## src/rtl/shift_ser_ctrl_pkg.sv

```systemverilog
// Shared types and constants for the byte serializer controller.
// Optional parity state is present only when SHIFT_SER_CTRL_PARITY_EN is defined.
package shift_ser_ctrl_pkg;

    localparam int DATA_W = 8;
    localparam int CNT_W  = 3;

    typedef enum logic [2:0] {
        ST_IDLE   = 3'd0,
        ST_LOAD   = 3'd1,
        ST_SHIFT  = 3'd2,
`ifdef SHIFT_SER_CTRL_PARITY_EN
        ST_PARITY = 3'd3,
`endif
        ST_GAP    = 3'd4
    } state_t;

endpackage

```

## src/rtl/shift_ser_ctrl.sv

```systemverilog
// Serializer controller: drives an external 8-bit shift register and emits one bit per cycle.
// Define SHIFT_SER_CTRL_PARITY_EN to append an even-parity bit after the 8 data bits.
module shift_ser_ctrl
    import shift_ser_ctrl_pkg::*;
#(
    parameter int IDLE_GAP = 1
) (
    input  logic              clk,
    input  logic              rst,
    input  logic              in_valid,
    input  logic [DATA_W-1:0] in_data,
    input  logic              lsb_first,
    output logic              in_ready,
    input  logic              abort,
    output logic              sr_load,
    output logic              sr_shift,
    output logic              sr_dir,
    output logic [DATA_W-1:0] sr_data,
    output logic              sr_ser_in,
    input  logic [DATA_W-1:0] sr_q,
    output logic              bit_out,
    output logic              bit_valid,
    output logic              busy,
    output logic              done
);

    localparam int GAP_W = (IDLE_GAP > 1) ? $clog2(IDLE_GAP) : 1;
    localparam logic [GAP_W-1:0] GAP_LAST = GAP_W'((IDLE_GAP > 0) ? IDLE_GAP - 1 : 0);
    localparam logic [CNT_W-1:0] CNT_LAST = CNT_W'(DATA_W - 1);

    state_t             state_reg, state_next;
    logic [CNT_W-1:0]   cnt_reg, cnt_next;
    logic [GAP_W-1:0]   gap_reg, gap_next;
    logic [DATA_W-1:0]  data_reg;
    logic               lsb_reg;
    state_t             after_frame;

    // Only the two end bits of the register are ever observed as the serial tap.
    logic unused_sr_bits;
    assign unused_sr_bits = ^sr_q[DATA_W-2:1];

    assign after_frame = (IDLE_GAP == 0) ? ST_IDLE : ST_GAP;

    always_ff @(posedge clk or posedge rst) begin
        if (rst) begin
            state_reg <= ST_IDLE;
            cnt_reg   <= '0;
            gap_reg   <= '0;
            data_reg  <= '0;
            lsb_reg   <= 1'b0;
        end else begin
            state_reg <= state_next;
            cnt_reg   <= cnt_next;
            gap_reg   <= gap_next;
            if (state_reg == ST_IDLE && in_valid && !abort) begin
                data_reg <= in_data;
                lsb_reg  <= lsb_first;
            end
        end
    end

    always_comb begin
        state_next = state_reg;
        cnt_next   = cnt_reg;
        gap_next   = gap_reg;
        in_ready   = 1'b0;
        busy       = 1'b1;
        sr_load    = 1'b0;
        sr_shift   = 1'b0;
        sr_dir     = 1'b0;
        sr_data    = '0;
        sr_ser_in  = 1'b0;
        bit_out    = 1'b0;
        bit_valid  = 1'b0;
        done       = 1'b0;

        case (state_reg)
            ST_IDLE: begin
                busy     = 1'b0;
                in_ready = 1'b1;
                cnt_next = '0;
                // A simultaneous abort blocks the handshake.
                if (in_valid && !abort) begin
                    state_next = ST_LOAD;
                end
            end

            ST_LOAD: begin
                sr_load  = 1'b1;
                sr_data  = data_reg;
                cnt_next = '0;
                state_next = abort ? ST_IDLE : ST_SHIFT;
            end

            ST_SHIFT: begin
                sr_shift  = 1'b1;
                sr_dir    = lsb_reg;
                bit_valid = 1'b1;
                bit_out   = lsb_reg ? sr_q[0] : sr_q[DATA_W-1];
                cnt_next  = cnt_reg + 1'b1;
                if (abort) begin
                    state_next = ST_IDLE;
                    cnt_next   = '0;
                end else if (cnt_reg == CNT_LAST) begin
                    cnt_next = '0;
`ifdef SHIFT_SER_CTRL_PARITY_EN
                    state_next = ST_PARITY;
`else
                    done       = 1'b1;
                    gap_next   = '0;
                    state_next = after_frame;
`endif
                end
            end

`ifdef SHIFT_SER_CTRL_PARITY_EN
            ST_PARITY: begin
                bit_valid = 1'b1;
                bit_out   = ^data_reg;
                if (abort) begin
                    state_next = ST_IDLE;
                end else begin
                    done       = 1'b1;
                    gap_next   = '0;
                    state_next = after_frame;
                end
            end
`endif

            ST_GAP: begin
                if (gap_reg == GAP_LAST) begin
                    gap_next   = '0;
                    state_next = ST_IDLE;
                end else begin
                    gap_next = gap_reg + 1'b1;
                end
            end

            default: begin
                state_next = ST_IDLE;
            end
        endcase
    end

endmodule

```

## config.mk

```make
export PLATFORM = sky130hd
export DESIGN_NAME = shift_ser_ctrl
export DESIGN_NICKNAME = d
export VERILOG_FILES = /design/src/rtl/shift_ser_ctrl_pkg.sv /design/src/rtl/shift_ser_ctrl.sv
export SDC_FILE = /design/constraint.sdc
export NUM_CORES = 1
export LEC_CHECK = 0
export BUFFER_PORTS_ARGS = -buffer_cell sky130_fd_sc_hd__buf_2
export CAP_MARGIN = 10
export CORE_MARGIN = 4
export CORE_UTILIZATION = 45
export CTS_CLUSTER_DIAMETER = 150
export DETAILED_ROUTE_END_ITERATION = 10
export PLACE_DENSITY_LB_ADDON = 0.15
export RECOVER_POWER = 50
export SLEW_MARGIN = 20
export SYNTH_ARGS = -nofsm -noshare
export SYNTH_HDL_FRONTEND = slang
export SYNTH_SLANG_ARGS = --single-unit
```

## constraint.sdc

```tcl
create_clock -name clk -period 2 [get_ports clk]
set_clock_uncertainty 0.15 [all_clocks]
set_input_delay 0.4 -clock clk [delete_from_list [all_inputs] [get_ports clk]]
set_output_delay 0.4 -clock clk [all_outputs]
set_load 0.005 [all_outputs]
```

Yosys cells after proc, flatten, opt, wreduce, memory -nomap -nowiden

Index checks and enable logic that the tools add are counted.

Latch bits: 0
ROM bits: 0
Memory bits (writable): 0
Input bits: 21
Memories: 0
Register bits: 16

Magnitude comparators: 0
Bitwise operators: 0
Add/subtract/negate cells: 2
Eq/ne operators: 9
Reductions and logical operators: 10
Mux-type cells: 24
Shift operators: 0
Div/mod/pow operators: 0
Multiply operators: 0

Operators by type and width:

| kind                                                                     | count |
|---|---|
| 3-bit 2-to-1 mux                                                         | 6 |
| 1-bit 2-to-1 mux                                                         | 13 |
| 3-bit case mux with 4 select lines                                       | 1 |
| 8-bit 2-to-1 mux                                                         | 1 |
| 3-bit == test (second input constant)                                    | 2 |
| 2-bit inequality test (second input constant)                            | 3 |
| 3-bit case mux with 2 select lines                                       | 1 |
| 3-bit AND reduction                                                      | 2 |
| 2-bit nonzero test                                                       | 2 |
| 3-bit by 1-bit adder with 3-bit output (second input constant)           | 1 |
| 3-bit by 1-bit == test with 1-bit output (second input constant)         | 1 |
| 3-bit by 2-bit == test with 1-bit output (second input constant)         | 1 |
| 1-bit logical AND                                                        | 3 |
| 3-bit logical NOT                                                        | 1 |
| 3-bit inequality test (second input constant)                            | 1 |
| 2-bit 2-to-1 mux                                                         | 1 |
| 2-bit by 1-bit inequality test with 1-bit output (second input constant) | 1 |
| 1-bit case mux with 2 select lines                                       | 1 |
| 2-bit OR reduction                                                       | 1 |
| 1-bit adder (second input constant)                                      | 1 |
| 1-bit logical NOT                                                        | 1 |

Depth between registers and ports, before layout

Gate-level depths: netlist (run 1).

Depth in word-level cells: 4
Gate-level depth with buffers: 6

Least setup slack after synthesis (run 1)

OpenSTA, ideal clock, no wires.

Path type: register to output
From: register state_reg[0]
To: output port sr_data[0]
Path buffers: 1
Cell stages (with the launch flop): 4
Data arrival time: 1034 ps
Required time: 1450 ps
Path slack: 416 ps
Cell sequence: dfrtp_1 > clkbuf_2 > nor3b_2 > and2_1

Cells in the longest elaborated chain, start to end: 2

RTL lines:

| what                                     | RTL line             | source |
|---|---|---|
| from (decl)                              | shift_ser_ctrl.sv:31 | `state_t state_reg, state_next;` |
| from (signal assigned)                   | shift_ser_ctrl.sv:52 | `state_reg <= state_next;` |
| 3-bit by 1-bit == test with 1-bit output | shift_ser_ctrl.sv:77 | `case (state_reg)` |
| 8-bit 2-to-1 mux                         | shift_ser_ctrl.sv:77 |  |
| to (decl)                                | shift_ser_ctrl.sv:18 | `output logic [DATA_W-1:0] sr_data,` |

No other way between the ends.

Final worst setup path (run 1)

From: register state_reg[1]
To: output port sr_data[3]

Same word-level chain as after synthesis.

==> metrics.log, run 1 <==
INFO  metric status = finished with violations
INFO  metric violations = negative hold slack
INFO  metric place_ws = 316 ps
INFO  metric drv_cap = 0
INFO  metric routedWlPerCell = roughly 12 um
INFO  metric postLayoutSetupSlackWorst = ~78 ps
INFO  metric syn-instance-count = 66
INFO  metric max-clock-path-buffers = 2
INFO  metric synth_compound_gate_area_share = 0.0755
INFO  metric worstPathRequired = 1450 ps
INFO  metric post_synth_xor_area_fraction = 0
INFO  metric portBuffers = 30
INFO  metric route.antenna.remaining_nets = 0
INFO  metric clock_tree_from_tritoncts = yes
INFO  metric ranking_of_synthesized_cells_by_instance_count = 15 x dfrtp_1, 9 x and2_1, 9 x mux2_4
INFO  metric netlist.area_leader.share = 0.462
INFO  metric grt_use_total = 0.134
INFO  metric die_h = a little over 50 um
INFO  metric synth_top_cell_by_area = dfrtp_1
INFO  metric leakagePower = 0.604 nW
INFO  metric netlist_area = 812 um2
INFO  metric cts.clk_slew.worst_paths = 100 ps
INFO  metric floorplan.rows = 15
INFO  metric worstSetupStartpointType = flop
INFO  metric number_of_flops_mapped_to_enable_cells_by_yosys = 0
INFO  metric clock_sink_count = 15
INFO  metric synthesis.nets = 89
INFO  metric firstDrtPassIters = 4
INFO  metric ys_types = 19
INFO  metric worst_slew_pin_slew = 549 ps
INFO  metric muxShareOfSynthArea = 0.179
INFO  metric combinational_family_with_the_most_area_after_synthesis = multiplexers
INFO  metric largest_net_degree_at_the_start_of_global_routing = 16
INFO  metric asyncSetResetFlopFracSynth = 1.00
INFO  metric timing_hold_violations_final = 3
INFO  metric min_period_over_period = 0.961
INFO  metric viasPerCell = about 4.6
INFO  metric synthFlopType = dfrtp_1
INFO  metric yosysWarnings = 0
INFO  metric clk_latency = 280 ps
INFO  metric die-area = 2550 um2
INFO  metric layout-drive-gt1-share = 0.615
INFO  metric worst_r2r_startpoint = state_reg[1]
INFO  metric most_common_cell_in_the_netlist = dfrtp_1
INFO  metric worst_ep_arrival_time = approximately 1400 ps
INFO  metric filler_cell_count = 168
INFO  metric final_max_slew_viol_count = 0
INFO  metric post_synth_and_or_nand_nor_area_fraction = 0.173
INFO  metric min_period = 1920 ps
INFO  metric floorplan.initialDensity = 0.470
INFO  metric globalRoute.totalOverflow = 0
INFO  metric grt_first_pass_wirelength = 2630 um
INFO  metric synth.ff_latch_count = 15
INFO  metric achievable-frequency = about 520 MHz
INFO  metric largest_register_ffs = 8
INFO  metric final_net_count = 128
INFO  metric critical_path_class = reg -> out
INFO  metric vias_after_detailed_routing = 589
INFO  metric antenna_violations_before_repair = 0
INFO  metric floorplan.die.width = 50.5 um
INFO  metric insertedDiodeCount = 0
INFO  metric cts_max_level = 1
INFO  metric grt_pass1_vias = 591
INFO  metric core = 1730 um2
INFO  metric worst_voltage_drop_across_the_vdd_grid = 445 uV
INFO  metric cts_hold_repair.buffers = 0
INFO  metric hold_slack = -1.15 ps
INFO  metric ctsRootBufferMaster = clkbuf_4
INFO  metric worst_setup_path_end_kind = output port
INFO  metric areaGrowthSynthToFinish = 30.5%
INFO  metric max-slew-margin-rel = 0.634
INFO  metric detailedRoute.firstIterationViolations = 3
INFO  metric synth-adder-area-share = 0.0308
INFO  metric post_synth.cell_area_avg = ~12 um2
INFO  metric wl = 1540 um
INFO  metric seq_area_frac_synth = 0.462
INFO  metric pwr_density_cell = approximately 680 nW/um2
INFO  metric design_area = 1060 um2
INFO  metric hpwlAfterDp = 1070 um
INFO  metric timing.critical_path.from = state_reg[1]
INFO  metric synth.area.top_cells = dfrtp_1 46%, mux2_4 17%, and2_1 6.9%
INFO  metric drc_errors = 0
INFO  metric design.portCount = 38
INFO  metric cp_max_fo = 6
INFO  metric hold_class = in -> async
INFO  metric placedInstanceArea = between 900 and 1000 um2
INFO  metric cts_made_buffers = 3
INFO  metric timing.final.setup_violations = 0
INFO  metric routabilityCongestion = 0.647
==> routing by layer <==
layer	track usage	share of wire
met1	0.195	0.48
met2	0.200	0.45
met3	0.0326	0.074
met4	0.0269	0
met5	0	0
==> area by class of cell <==
cell class | instances | area (um2) | share of cell area
multi-input combinational | 41 | 385 | 0.364
sequential | 15 | 379 | 0.358
timing repair buffer | 39 | 218 | 0.205
tap | 25 | 31.3 | 0.0295
clock buffer | 3 | 22.5 | 0.0213
inverter | 5 | 18.8 | 0.0177
clock inverter | 1 | 5.00 | 0.00472
==> worst paths after layout <==
kind                                endpoint  slack [ps]  cells after the start
worst min-delay path             data_reg[5]          -1                      2
max in group asynchronous       state_reg[1]        1310                      2
min in group clk                     lsb_reg         190                      2
worst max register to register   data_reg[6]         320                      4
worst min register to register   data_reg[0]         360                      1
worst max-delay path              sr_data[3]          80                      4
==> worst max-delay path: stages, from the launching register on <==
cell and delay [ps]:
dfrtp_2 450, nor3b_2 250, buf_4 170, and2_1 120, buf_2 100
==> cell usage in the layout (no fill, tap or decap), drive strengths merged <==
cell    instances
a22o            6
nor4            1
nor3b           1
nand2           2
dfrtp          15
clkbuf          3
nor2            4
a21oi           1
buf            39
mux2i           1
and2            9
clkinv          1
conb            1
inv             5
ha              2
nor3            4
mux2            9
==> power breakdown <==
part / switching, mW / leakage, nW / internal [mW]
clock network: 0.0998 / 0.0177 / 0.0740
registers: 0.0251 / 0.183 / 0.347
logic: 0.0607 / 0.403 / 0.111
==> repair_timing <==
item,CTS,global route
resized for setup,1,5
setup endpoints to repair,8,10
setup buffers,0,7
pin swaps,0,2
==> metrics by stage <==
stage	util	std cells	hold slack, ps	power [mW]	TNS, ps
after floorplan	-	66	151	0.490	0
after global placement	0.559	118	324	0.537	0
after detailed placement	0.559	118	334	0.540	0
after CTS	0.576	122	28.2	0.713	0
after global routing	0.614	129	56.3	0.759	-27.1
final	0.614	129	-1.15	0.717	0
==> cell families after synthesis <==
kind of cell / count (synthesis)
AND/OR/NAND/NOR: 21
flip-flops: 15
buffers and inverters: 10
multiplexers: 10
AO/OA/AOI/OAI: 7
adder cells (fa/ha/maj): 2
other: 1
(Power assumes the default switching activity.)
==> run 2: changes to the inputs <==
- CORE_UTILIZATION: 45 -> 48
- TNS_END_PERCENT: default -> 100
- clock period: 2 -> 2.4 ns (I/O delays scaled with it)
==> metrics.log, run 2 (same netlist as run 1, synthesis figures left out) <==
INFO  metric status = complete, no violations
INFO  metric critical_path_class = reg -> out
INFO  metric firstDrtPassIters = 3 (-1)
INFO  metric largest_net_degree_at_the_start_of_global_routing = 16 (unchanged)
INFO  metric worst_ep_arrival_time = 1480 ps (+110 ps)
INFO  metric viasPerCell = 5.08 (+11%)
INFO  metric min_period_over_period = 0.878
INFO  metric netSwitchingPower = 0.145 mW (-22%)
INFO  metric clockPowerShare = 0.246 (+0.004)
INFO  metric total_power = 0.574 mW (-20%)
INFO  metric drv_cap = 0 (unchanged)
INFO  metric final_net_count = 119 (-7.0%)
INFO  metric routedWlPerCell = 13.0 um (+9.1%)
INFO  metric routabilityCongestion = 0.772 (+19%)
INFO  metric die-area = 2410 um2 (-5.3%)
INFO  metric worst_voltage_drop_across_the_vdd_grid = 386 uV (-13%)
INFO  metric placed_cells_incl_taps = 107 (-9.3%)
INFO  metric worstPathRequired = 1770 ps (+320 ps)
INFO  metric postLayoutSetupSlackWorst = 292 ps (+214 ps)
INFO  metric max-clock-path-buffers = 2 (unchanged)
INFO  metric largest_register_ffs = 8 (unchanged)
INFO  metric insertedDiodeCount = 0 (unchanged)
INFO  metric worst_r2r_startpoint = state_reg[2]
INFO  metric leakagePower = 0.549 nW (-9.1%)
INFO  metric cts_made_buffers = 3 (unchanged)
INFO  metric timing.critical_path.from = state_reg[0]
INFO  metric clock_tree_from_tritoncts = yes
INFO  metric grt_first_pass_wirelength = 2420 um (-7.9%)
INFO  metric achievable-frequency = 474 MHz
INFO  metric power.sequential.fraction = 0.544 (+0.025)
INFO  metric place_ws = 428 ps (+112 ps)
INFO  metric worst_setup_path_end_kind = output port
INFO  metric worst_slew_pin_slew = 561 ps (+12.1 ps)
INFO  metric globalRoute.totalOverflow = 0 (unchanged)
INFO  metric die_h = 49.1 um (-2.7%)
INFO  metric clock_sink_count = 15 (unchanged)
INFO  metric design.portCount = 38 (unchanged)
INFO  metric cp_max_fo = 10 (+4)
INFO  metric share_comb_of_total_power = 0.210 (-0.029)
INFO  metric grt_pass1_vias = 532 (-10%)
INFO  metric final_max_slew_viol_count = 0 (unchanged)
INFO  metric cts_hold_repair.buffers = 0 (unchanged)
INFO  metric ctsRootBufferMaster = clkbuf_4
INFO  metric grt_setup_unrepaired = no
INFO  metric areaGrowthSynthToFinish = 16.9%
INFO  metric clk_latency = 280 ps (about the same)
INFO  metric antenna_violations_before_repair = 0 (unchanged)
INFO  metric vias_after_detailed_routing = 564 (-4.2%)
INFO  metric hpwlAfterDp = 1060 um (-0.32%)
INFO  metric pwr_density_cell = 604 nW/um2 (-11%)
INFO  metric hold_class = in -> async
INFO  metric floorplan.die.width = 49.1 um (-2.7%)
INFO  metric cts.clk_slew.worst_paths = 90 ps (about the same)
INFO  metric detailedRoute.firstIterationViolations = 1 (-2)
INFO  metric layout.cells.most_common = buf_2
INFO  metric layout_common_cells = 30 x buf_2, 15 x dfrtp_1, 9 x and2_1, 7 x mux2_4, 5 x inv_1
INFO  metric finalSetupTns = 0 ps (unchanged)
INFO  metric core = 1560 um2 (-9.7%)
INFO  metric power_report.internal_total = 0.429 mW (-19%)
INFO  metric worstSetupStartpointType = flop
INFO  metric floorplan.rows = 14 (-1)
INFO  metric layout-drive-gt1-share = 0.474 (-0.142)
INFO  metric wl = 1450 um (-6.2%)
INFO  metric floorplan.initialDensity = 0.521 (+0.0506)
INFO  metric min_period = 2110 ps
INFO  metric number_of_standard_cells_in_the_final_layout_excluding_fillers = 111 (-14%)
INFO  metric drc_errors = 0 (unchanged)
INFO  metric grt_use_total = 0.131 (-0.00300)
INFO  metric timing_hold_violations_final = 0 (-3)
INFO  metric timing.final.setup_violations = 0 (unchanged)
INFO  metric p_sw_frac = 0.252 (-0.00683)
INFO  metric portBuffers = 30 (unchanged)
INFO  metric cts_max_level = 1 (unchanged)
INFO  metric max-slew-margin-rel = 0.625 (-0.00809)
INFO  metric route.antenna.remaining_nets = 0 (unchanged)
==> run 2: power groups by stage <==
stage / Sequential [mW] / Combinational [mW] / Clock, mW
final: 0.312 / 0.121 / 0.141
after floorplan: 0.307 / 0.102 / 0
after detailed placement: 0.317 / 0.130 / 0
after global routing: 0.316 / 0.134 / 0.161
after global placement: 0.317 / 0.127 / 0
after CTS: 0.313 / 0.130 / 0.146
==> run 2: final cells by class <==
type	count	area, um2
multi-input combinational	41	359
sequential	15	375
clock buffer	4	26.3
fill	138	609
inverter	5	18.8
timing repair buffer	30	150
tap	16	20.0
==> run 2: layer usage <==
metal  track usage  vias up  part of all wire
met4        0.0427        0                 0
li1              -      279                 -
met2         0.208       13              0.52
met1         0.158      272              0.43
met3        0.0550        0             0.049
met5             0        -                 0
==> run 2: through the flow <==
| stage | hold WS (ps) | utilization | instance area (um2) |
|---|---|---|---|
| after global routing | 126 | 0.609 | 950 |
| final | 83.8 | 0.609 | 950 |
| after detailed placement | 337 | 0.603 | 940 |
| after global placement | 336 | 0.603 | 940 |
| after floorplan | 231 | - | 812 |
| after CTS | 99.3 | 0.620 | 966 |
==> run 2: final timing paths <==
| check | slack [ps] | cells past startpoint | to |
|---|---|---|---|
| setup / recovery | 290 | 3 | sr_data[0] |
| hold / removal | 80 | 2 | cnt_reg[2] |
| setup reg to reg | 590 | 3 | lsb_reg |
| hold reg to reg | 360 | 1 | data_reg[5] |
| max in group asynchronous | 1640 | 2 | state_reg[0] |
| min in group clk | 260 | 2 | data_reg[4] |
==> run 2: what timing repair did <==
| action | 4_1_cts | 5_1_grt |
|---|---|---|
| gates resized for setup | 0 | 1 |
| hold endpoints to repair | 0 | 0 |
| buffers inserted | 0 | 0 |
| endpoints found under the setup margin | 0 | 2 |
==> run 2: worst max-delay path, stage by stage, from the launching register on <==
cell     delay, ps
dfrtp_1        490
nor3b_4        420
and2_1         190
buf_2          110
